**config.mk**
```make
export PLATFORM = sky130hd
export DESIGN_NAME = wb_port_arbiter_flat
export DESIGN_NICKNAME = d
export VERILOG_FILES = /design/src/rtl/wb_port_arbiter_if.sv /design/src/rtl/wb_port_arbiter.sv /design/src/flat_wrapper.sv
export SDC_FILE = /design/constraint.sdc
export NUM_CORES = 1
export LEC_CHECK = 0
export CAP_MARGIN = 20
export CORE_MARGIN = 1.5
export CORE_UTILIZATION = 36
export CTS_CLUSTER_SIZE = 14
export DETAILED_ROUTE_END_ITERATION = 12
export MAX_ROUTING_LAYER = met4
export SLEW_MARGIN = 20
export SYNTH_ARGS = -nofsm -noshare
export SYNTH_HDL_FRONTEND = slang
export SYNTH_SLANG_ARGS = --single-unit
```
**constraint.sdc**
```tcl
create_clock -name clk -period 5.7 [get_ports clk]
set_input_delay 1.425 -clock clk [delete_from_list [all_inputs] [get_ports clk]]
set_output_delay 1.425 -clock clk [all_outputs]
set_load 0.01 [all_outputs]
```
**src/rtl/wb_port_arbiter_if.sv**
```systemverilog
// wb_port_arbiter_if: writeback, multicycle-result, lookup and register-file port bundle.
interface wb_port_arbiter_if;
    logic        pipe_we;
    logic [4:0]  pipe_addr;
    logic [31:0] pipe_data;
    logic        mc_valid;
    logic [4:0]  mc_addr;
    logic [31:0] mc_data;
    logic        mc_ready;
    logic [4:0]  q_addr;
    logic        q_pending;
    logic        rf_we;
    logic [4:0]  rf_waddr;
    logic [31:0] rf_wdata;
    logic        stall_wb;
    modport master (
        output pipe_we, pipe_addr, pipe_data, mc_valid, mc_addr, mc_data, q_addr,
        input  mc_ready, q_pending, rf_we, rf_waddr, rf_wdata, stall_wb
    );
    modport slave (
        input  pipe_we, pipe_addr, pipe_data, mc_valid, mc_addr, mc_data, q_addr,
        output mc_ready, q_pending, rf_we, rf_waddr, rf_wdata, stall_wb
    );
endinterface

```
**src/rtl/wb_port_arbiter.sv**
```systemverilog
// wb_port_arbiter: shares the register-file write port between writeback and a buffered multicycle unit.
module wb_port_arbiter #(
    parameter int MC_DEPTH = 2,
    parameter int MAX_WAIT = 4
) (
    input  logic             clk,
    input  logic             rst_n,
    wb_port_arbiter_if.slave bus
);
    localparam int AW = $clog2(MC_DEPTH);
    localparam int WW = $clog2(MAX_WAIT + 1);
    localparam logic [1:0] IDLE  = 2'd0;
    localparam logic [1:0] PEND  = 2'd1;
    localparam logic [1:0] FORCE = 2'd2;
    logic [4:0]    r_addr [MC_DEPTH];
    logic [31:0]   r_data [MC_DEPTH];
    logic [AW-1:0] r_wp, r_rp;
    logic [AW:0]   r_cnt, w_cnt_nx;
    logic [1:0]    r_state, w_state_nx;
    logic [WW-1:0] r_wait, w_wait_nx;
    logic [4:0]    w_head;
    logic          w_ne, w_full, w_force, w_pipe_req, w_grant, w_deny, w_pop, w_push, w_hit;
    assign w_head     = r_addr[r_rp];
    assign w_ne       = r_cnt != '0;
    assign w_full     = r_cnt == (AW+1)'(MC_DEPTH);
    assign w_force    = r_state == FORCE;
    assign w_pipe_req = bus.pipe_we && bus.pipe_addr != 5'd0;
    assign w_grant    = w_ne && w_head != 5'd0 && (!w_pipe_req || w_force);
    assign w_deny     = w_ne && w_head != 5'd0 && !w_grant;
    // Zero-destination entries are discarded without touching the port.
    assign w_pop      = w_ne && (w_head == 5'd0 || w_grant);
    assign w_push     = bus.mc_valid && !w_full;
    assign w_cnt_nx   = r_cnt + (AW+1)'(w_push) - (AW+1)'(w_pop);
    assign bus.mc_ready  = !w_full;
    assign bus.stall_wb  = w_force;
    assign bus.rf_we     = rst_n && (w_grant || (w_pipe_req && !w_force));
    assign bus.rf_waddr  = w_grant ? w_head : bus.pipe_addr;
    assign bus.rf_wdata  = w_grant ? r_data[r_rp] : bus.pipe_data;
    assign bus.q_pending = w_hit && bus.q_addr != 5'd0;
    always_comb begin
        w_hit = 1'b0;
        for (int k = 0; k < MC_DEPTH; k++)
            if ((AW+1)'(k) < r_cnt && r_addr[r_rp + AW'(k)] == bus.q_addr) w_hit = 1'b1;
    end
    always_comb begin
        w_state_nx = w_cnt_nx == '0 ? IDLE :
                     (w_deny && r_wait == WW'(MAX_WAIT - 1)) ? FORCE : PEND;
        w_wait_nx  = (w_cnt_nx == '0 || w_grant || w_state_nx == FORCE) ? '0 :
                     w_deny ? r_wait + WW'(1) : r_wait;
    end
    always_ff @(posedge clk or negedge rst_n) begin
        if (!rst_n) begin
            r_wp    <= '0;
            r_rp    <= '0;
            r_cnt   <= '0;
            r_state <= IDLE;
            r_wait  <= '0;
        end else begin
            r_wp    <= r_wp + AW'(w_push);
            r_rp    <= r_rp + AW'(w_pop);
            r_cnt   <= w_cnt_nx;
            r_state <= w_state_nx;
            r_wait  <= w_wait_nx;
        end
    end
    always_ff @(posedge clk) begin
        if (w_push) begin
            r_addr[r_wp] <= bus.mc_addr;
            r_data[r_wp] <= bus.mc_data;
        end
    end
endmodule

```
**src/flat_wrapper.sv**
```systemverilog
// flat-port wrapper written by rule: the top's interface ports become plain ports
module wb_port_arbiter_flat 
#(
    parameter int MC_DEPTH = 2,
    parameter int MAX_WAIT = 4
)
  (clk, rst_n, bus_pipe_we, bus_pipe_addr, bus_pipe_data, bus_mc_valid, bus_mc_addr, bus_mc_data, bus_q_addr, bus_mc_ready, bus_q_pending, bus_rf_we, bus_rf_waddr, bus_rf_wdata, bus_stall_wb);
  wb_port_arbiter_if bus_i ();
  input  logic clk;
  input  logic rst_n;
  input wire logic [$bits(bus_i.pipe_we)-1:0] bus_pipe_we;
  input wire logic [$bits(bus_i.pipe_addr)-1:0] bus_pipe_addr;
  input wire logic [$bits(bus_i.pipe_data)-1:0] bus_pipe_data;
  input wire logic [$bits(bus_i.mc_valid)-1:0] bus_mc_valid;
  input wire logic [$bits(bus_i.mc_addr)-1:0] bus_mc_addr;
  input wire logic [$bits(bus_i.mc_data)-1:0] bus_mc_data;
  input wire logic [$bits(bus_i.q_addr)-1:0] bus_q_addr;
  output wire logic [$bits(bus_i.mc_ready)-1:0] bus_mc_ready;
  output wire logic [$bits(bus_i.q_pending)-1:0] bus_q_pending;
  output wire logic [$bits(bus_i.rf_we)-1:0] bus_rf_we;
  output wire logic [$bits(bus_i.rf_waddr)-1:0] bus_rf_waddr;
  output wire logic [$bits(bus_i.rf_wdata)-1:0] bus_rf_wdata;
  output wire logic [$bits(bus_i.stall_wb)-1:0] bus_stall_wb;
  assign bus_i.pipe_we = bus_pipe_we;
  assign bus_i.pipe_addr = bus_pipe_addr;
  assign bus_i.pipe_data = bus_pipe_data;
  assign bus_i.mc_valid = bus_mc_valid;
  assign bus_i.mc_addr = bus_mc_addr;
  assign bus_i.mc_data = bus_mc_data;
  assign bus_i.q_addr = bus_q_addr;
  assign bus_mc_ready = bus_i.mc_ready;
  assign bus_q_pending = bus_i.q_pending;
  assign bus_rf_we = bus_i.rf_we;
  assign bus_rf_waddr = bus_i.rf_waddr;
  assign bus_rf_wdata = bus_i.rf_wdata;
  assign bus_stall_wb = bus_i.stall_wb;
  wb_port_arbiter #(.MC_DEPTH(MC_DEPTH), .MAX_WAIT(MAX_WAIT)) u_core (.clk(clk), .rst_n(rst_n), .bus(bus_i));
endmodule
```
==> results.py, run 1 <==
metrics = {
    "timing": {
        "maxSlewViolCount": 0,
        "skew_ns": 0.0193,
        "final.period_utilization": 0.907,
        "max_clock_freq_ghz": 0.193,
        "relSlewSlack": 0.369,
        "finalHoldViolations": 0,
        "final.setup.tns_ns": 0,
        "finalSetupViolations": 0,
        "rsz0062_at_grt": "no",
        "tightest_slew_ns": 0.946,
        "min_period_ns": 5.17,
    },
    "global_route": {
        "grt_pass1_wl_mm": 12.8,
        "grtUsageMet2": 0.268,
        "antenna_found_initial": 0,
        "grt_pass1_vias": 2673,
        "grt_overflow": 0,
        "grt_use_met1": 0.174,
        "grt_usage": 0.154,
        "met3_usage": 0.0423,
        "grt_max_degree": 41,
        "busiest_layer": "met2",
    },
    "layout": {
        "fill_cells": 946,
        "stdcell_count": 541,
        "multi_input_area_um2": 1280,
        "area_delta_synth_final_pct": 38.8,
        "drive_above_1_share": 0.123,
        "finalNetCount": 489,
        "diodes": 0,
        "regArea_um2": 2450,
    },
    "clock_tree": {
        "cts_setup_buffers": 0,
        "cts_max_path_buffers": 2,
        "numCtsBuffers": 9,
        "hold_buffers": 0,
        "cts.sinks": 83,
        "cts_resized": 0,
        "cts_tree": "done",
        "clock_latency_ns": 0.36,
        "cts_max_level": 3,
        "root_buffer": "clkbuf_8",
        "clk_pin_slew_worst_paths_ns": 0.08,
    },
    "hold_path": {
        "holdPathStages": 2,
        "hp-start": "u_core.r_wait[2]",
        "hold_end": "u_core.r_wait[2]",
        "hold_path.class": "flop to flop",
    },
    "pwr": {
        "leakage_nw": 2.01,
        "powerDensity_nw_per_um2": 423,
        "vdd_drop_max_uv": 214,
    },
    "critical_path": {
        "worstPathRequired_ns": 4.28,
        "reg2reg_from": "u_core.r_rp",
        "critPathArrivalTime_ns": 3.75,
        "rrSetupSlack_ns": 2.73,
        "crit_path_max_fanout": 40,
        "endpoint_kind": "output pin",
        "path_class": "input pin to output pin",
        "rr_worst_depth": 10,
        "startpoint_type": "input pin",
        "rr_endpoint": "u_core.r_state[1]",
    },
    "synthesis": {
        "synth-seq-cells": 83,
        "yosysMostFrequentCell": "edfxtp_1",
        "synth-edff-count": 74,
        "ys_types": 36,
        "synth_flop_cell": "edfxtp_1",
        "netlist_instances": 276,
        "syn_nets": 365,
        "synthTopCellsByArea": "edfxtp_1 58%, mux2i_1 11%, dfrtp_1 5.8%",
        "avgSynthCellArea_um2": 14.0,
        "ys_warn_count": 0,
        "yosysTopAreaCell": "edfxtp_1",
        "ys_seq_area_frac": 0.634,
        "syn_area_um2": 3860,
        "synthTopCellsByCount": "74 x edfxtp_1, 43 x nand2_1, 42 x mux2i_1",
        "async_flop_share": 0.108,
        "synth_top_area_frac": 0.576,
    },
    "floorplan": {
        "fp.dieW_um": 107,
        "initial_utilization": 0.372,
        "io_pins": 124,
        "fp.coreArea_um2": 10400,
        "dieArea_um2": 11300,
        "num_rows": 37,
        "fp.dieH_um": 107,
    },
    "drt": {
        "drt_iter0_markers": 78,
        "ant_nets": 0,
        "drc": 0,
        "drtPass1Iterations": 4,
        "via_count": 2539,
        "drt_wl_total_mm": 8.07,
        "wire_per_inst_um": 14.9,
        "viasPerCell": 4.69,
    },
    "placed_design": {
        "place_congestion": 0.779,
        "place_inst": 525,
        "hpwl_mm": 5.91,
        "io_buffer_count": 123,
    },
    "run": {
        "maxCapViolCount": 0,
    },
    "run_status": {
        "status": "finished clean",
    },
}
[registers in the layout, summed over array words and instances, names as in the netlist]
name,cells
u_core.r_wait,3
u_core.r_cnt,2
u_core.r_rp,1
u_core.r_state,2
u_core.r_addr,10
u_core.r_wp,1
u_core.r_data,64
[stage by stage]
stage	power, mW	area [um^2]	hold WS, ns	setup WS, ns	utilization
after floorplan	1.53	3860	0.505	1.56	-
after global placement	1.90	5180	0.519	0.554	0.499
after detailed placement	1.91	5180	0.528	0.527	0.499
after CTS	2.31	5360	0.540	0.516	0.517
after global routing	2.41	5360	0.559	0.387	0.517
final	2.27	5360	0.537	0.529	0.517
[critical path, stage by stage]
cell and delay (ns):
clkdlybuf4s50_1 0.42, or4_4 0.55, o211ai_2 0.17, o211ai_1 0.13, buf_4 0.29, o21ai_2 0.19
clkdlybuf4s50_1 0.55
[where the power goes]
part	switching, mW	internal [mW]
Combinational	0.480	0.473
Clock	0.224	0.164
Sequential	0.0924	0.833
Total	0.796	1.47
[layout by cell type (no fill, tap or decap), drive strengths merged]
cell type and instances:
o22ai 1, buf 3, o21ai 38, nor3b 2, nand2 43, nor2 4
a211oi 3, o31ai 1, clkinvlp 2, xor2 7, ha 6, clkbuf 9
nand3b 1, or3 2, clkinv 2, dfrtp 9, a21oi 2, o211a 1
nand2b 1, a21boi 1, o211ai 2, nor4b 1, xnor2 6, nand4 2
inv 10, nor3 2, nor4 2, or4 1, clkdlybuf4s50 123, or3b 1
edfxtp 74, and2 1, mux2i 42
[cells by family (layout without fill, tap and decap cells)]
logic type | Yosys count | count (layout) | share of synthesized area
compound gates | 49 | 49 | 0.0963
fa+ha+maj | 6 | 6 | 0.0195
buf+inv | 20 | 149 | 0.0360
xor+xnor | 13 | 13 | 0.0295
simple gates | 63 | 63 | 0.0755
mux | 42 | 42 | 0.109
flops | 83 | 83 | 0.634
[worst max path at each step]
stage	slack, ns	end	from	cells past startpoint
2_1_floorplan	1.56	bus_rf_waddr[0]	bus_pipe_addr[1]	6
3_3_place_gp	0.55	bus_rf_wdata[6]	bus_pipe_addr[1]	7
3_5_place_dp	0.53	bus_rf_wdata[7]	bus_pipe_addr[1]	7
4_1_cts	0.52	bus_rf_wdata[6]	bus_pipe_addr[1]	7
5_1_grt	0.39	bus_rf_wdata[2]	bus_pipe_addr[1]	7
6_report	0.53	bus_rf_wdata[23]	bus_pipe_addr[1]	7
[final cells by class]
cell class,count,share of cell area
clock buffer,9,0.0231
multi-input combinational,173,0.238
timing repair buffer,126,0.234
sequential,83,0.457
inverter,7,0.00490
clock inverter,7,0.0107
tap,136,0.0318
[routing by layer]
layer	vias to the layer above	wire length [um]	part of all wire
met2	58	4290	0.53
li1	1279	-	-
met4	0	79	0.0098
met3	6	366	0.045
met5	-	0	0
met1	1196	3330	0.41
(Power assumes the default switching activity.)
==> run 2, diff against run 1 <==
clock period = 5.2 ns   (was 5.7 ns; I/O delays follow)
==> results.py, run 2 (same netlist as run 1, synthesis figures left out) <==
metrics = {
    "drt": {
        "drt_iter0_markers": 79,
        "wire_per_inst_um": 14.8,
        "ant_nets": 0,
        "drc": 0,
        "viasPerCell": 4.67,
        "drt_wl_total_mm": 8.05,
        "drtPass1Iterations": 4,
        "via_count": 2536,
    },
    "pwr": {
        "powerDensity_nw_per_um2": 476,
        "p_int_mw": 1.71,
        "switching_share": 0.336,
        "p_sw_mw": 0.866,
        "vdd_drop_max_uv": 204,
        "leakage_nw": 2.04,
        "clkPwrFrac": 0.199,
        "pwr-share-comb": 0.411,
        "p_seq_frac": 0.389,
    },
    "global_route": {
        "grt_pass1_vias": 2668,
        "antenna_found_initial": 0,
        "grt_pass1_wl_mm": 13.1,
        "grt_max_degree": 41,
        "grt_overflow": 0,
        "grt_usage": 0.156,
    },
    "placed_design": {
        "place_inst": 527,
        "hpwl_mm": 5.88,
        "io_buffer_count": 123,
        "place_congestion": 0.782,
    },
    "floorplan": {
        "num_rows": 37,
        "fp.coreArea_um2": 10400,
        "fp.dieW_um": 107,
        "initial_utilization": 0.372,
        "dieArea_um2": 11300,
        "fp.dieH_um": 107,
        "io_pins": 124,
    },
    "critical_path": {
        "path_class": "input pin to output pin",
        "endpoint_kind": "output pin",
        "rr_worst_depth": 10,
        "rr_endpoint": "u_core.r_state[1]",
        "startpoint_type": "input pin",
        "crit_path_max_fanout": 40,
        "rrSetupSlack_ns": 2.24,
        "worstPathRequired_ns": 3.90,
        "crit_end": "bus_rf_wdata[2]",
        "critPathArrivalTime_ns": 3.60,
        "worstSetupStartpoint": "bus_pipe_addr[1]",
        "reg2reg_from": "u_core.r_rp",
    },
    "layout": {
        "final_cell_mix": "123 x clkdlybuf4s50_1, 74 x edfxtp_1, 43 x nand2_1, 42 x mux2i_1, 23 x o21ai_2",
        "finalNetCount": 491,
        "diodes": 0,
        "final_common_cell": "clkdlybuf4s50_1",
        "regMostFlops": "u_core.r_data",
        "reg.largest.list": "u_core.r_data x64, u_core.r_addr x10, u_core.r_wait x3",
        "area_delta_synth_final_pct": 40.3,
        "drive_above_1_share": 0.125,
        "largest_register_ffs": 64,
        "stdcell_count": 543,
        "fill_cells": 912,
    },
    "clock_tree": {
        "cts_resized": 0,
        "cts_max_level": 3,
        "hold_buffers": 0,
        "root_buffer": "clkbuf_8",
        "cts_max_path_buffers": 2,
        "numCtsBuffers": 9,
        "cts_setup_buffers": 0,
        "cts.sinks": 83,
        "clock_latency_ns": 0.35,
        "cts_tree": "done",
        "clk_pin_slew_worst_paths_ns": 0.08,
    },
    "hold_path": {
        "holdPathStages": 2,
        "hold_path.class": "flop to flop",
    },
    "timing": {
        "tightest_slew_ns": 0.949,
        "min_period_ns": 4.90,
        "relSlewSlack": 0.367,
        "finalHoldViolations": 0,
        "finalSetupViolations": 0,
        "final.period_utilization": 0.943,
        "maxSlewViolCount": 0,
        "skew_ns": 0.0160,
        "max_clock_freq_ghz": 0.204,
        "final.setup.tns_ns": 0,
        "rsz0062_at_grt": "no",
    },
    "run_status": {
        "status": "finished clean",
    },
    "run": {
        "maxCapViolCount": 0,
    },
}
[run 2: changes by cell type in the layout (fill, tap and decap cells not counted), sizes merged]
cell      before  now
buf            3    5
bufinv         0    2
clkinv         2    0
clkbuf         9   10
clkinvlp       2    1
[run 2: metrics by stage]
stage               setup slack, ns  cell area [um^2]  hold WS [ns]  utilization  total power, mW
global route                  0.151              5420         0.564        0.522             2.75
finish                        0.298              5420         0.540        0.522             2.58
CTS                           0.283              5420         0.545        0.522             2.62
floorplan                      1.31              3860         0.505            -             1.68
global placement              0.316              5190         0.522        0.501             2.08
detailed placement            0.293              5190         0.532        0.501             2.10
[run 2: area by class of cell]
type                    count  area (um^2)  area share
well taps                 136          170      0.0314
flip-flops and latches     83         2450       0.452
clock inverters             6         96.3      0.0178
inverters                   7         26.3     0.00485
multi-input cells         173         1280       0.236
repair buffers            128         1270       0.234
clock buffers              10          128      0.0236
[run 2: how the worst min path moves through the flow]
stage,slack [ns],to,start
2_1_floorplan,0.51,u_core.r_wait[2],u_core.r_wait[2]
3_3_place_gp,0.52,u_core.r_wait[2],u_core.r_wait[2]
3_5_place_dp,0.53,u_core.r_wait[2],u_core.r_wait[2]
4_1_cts,0.54,u_core.r_wait[2],u_core.r_wait[2]
5_1_grt,0.56,u_core.r_wait[2],u_core.r_wait[2]
6_report,0.54,u_core.r_wait[2],u_core.r_wait[2]
[run 2: power groups by stage]
| stage | clock [mW] | sequential [mW] | combinational (mW) |
|---|---|---|---|
| after floorplan | 0 | 0.968 | 0.710 |
| after global placement | 0 | 1.01 | 1.07 |
| after detailed placement | 0 | 1.02 | 1.08 |
| after CTS | 0.528 | 1.01 | 1.08 |
| after global routing | 0.558 | 1.03 | 1.16 |
| final | 0.513 | 1.00 | 1.06 |
[run 2: critical path, stage by stage]
cell             delay (ns)
clkdlybuf4s50_1        0.42
or4_4                  0.55
o211ai_2               0.16
o211ai_1               0.13
buf_4                  0.29
o21ai_1                0.18
clkdlybuf4s50_1        0.55
[run 2: routing by layer]
layer | wire length, um | vias up | part of all wire | global-route usage
li1 | - | 1283 | - | -
met1 | 3460 | 1188 | 0.43 | 0.188
met2 | 4140 | 55 | 0.51 | 0.258
met3 | 336 | 10 | 0.042 | 0.0423
met4 | 109 | 0 | 0.014 | 0.0438
met5 | 0 | - | 0 | -
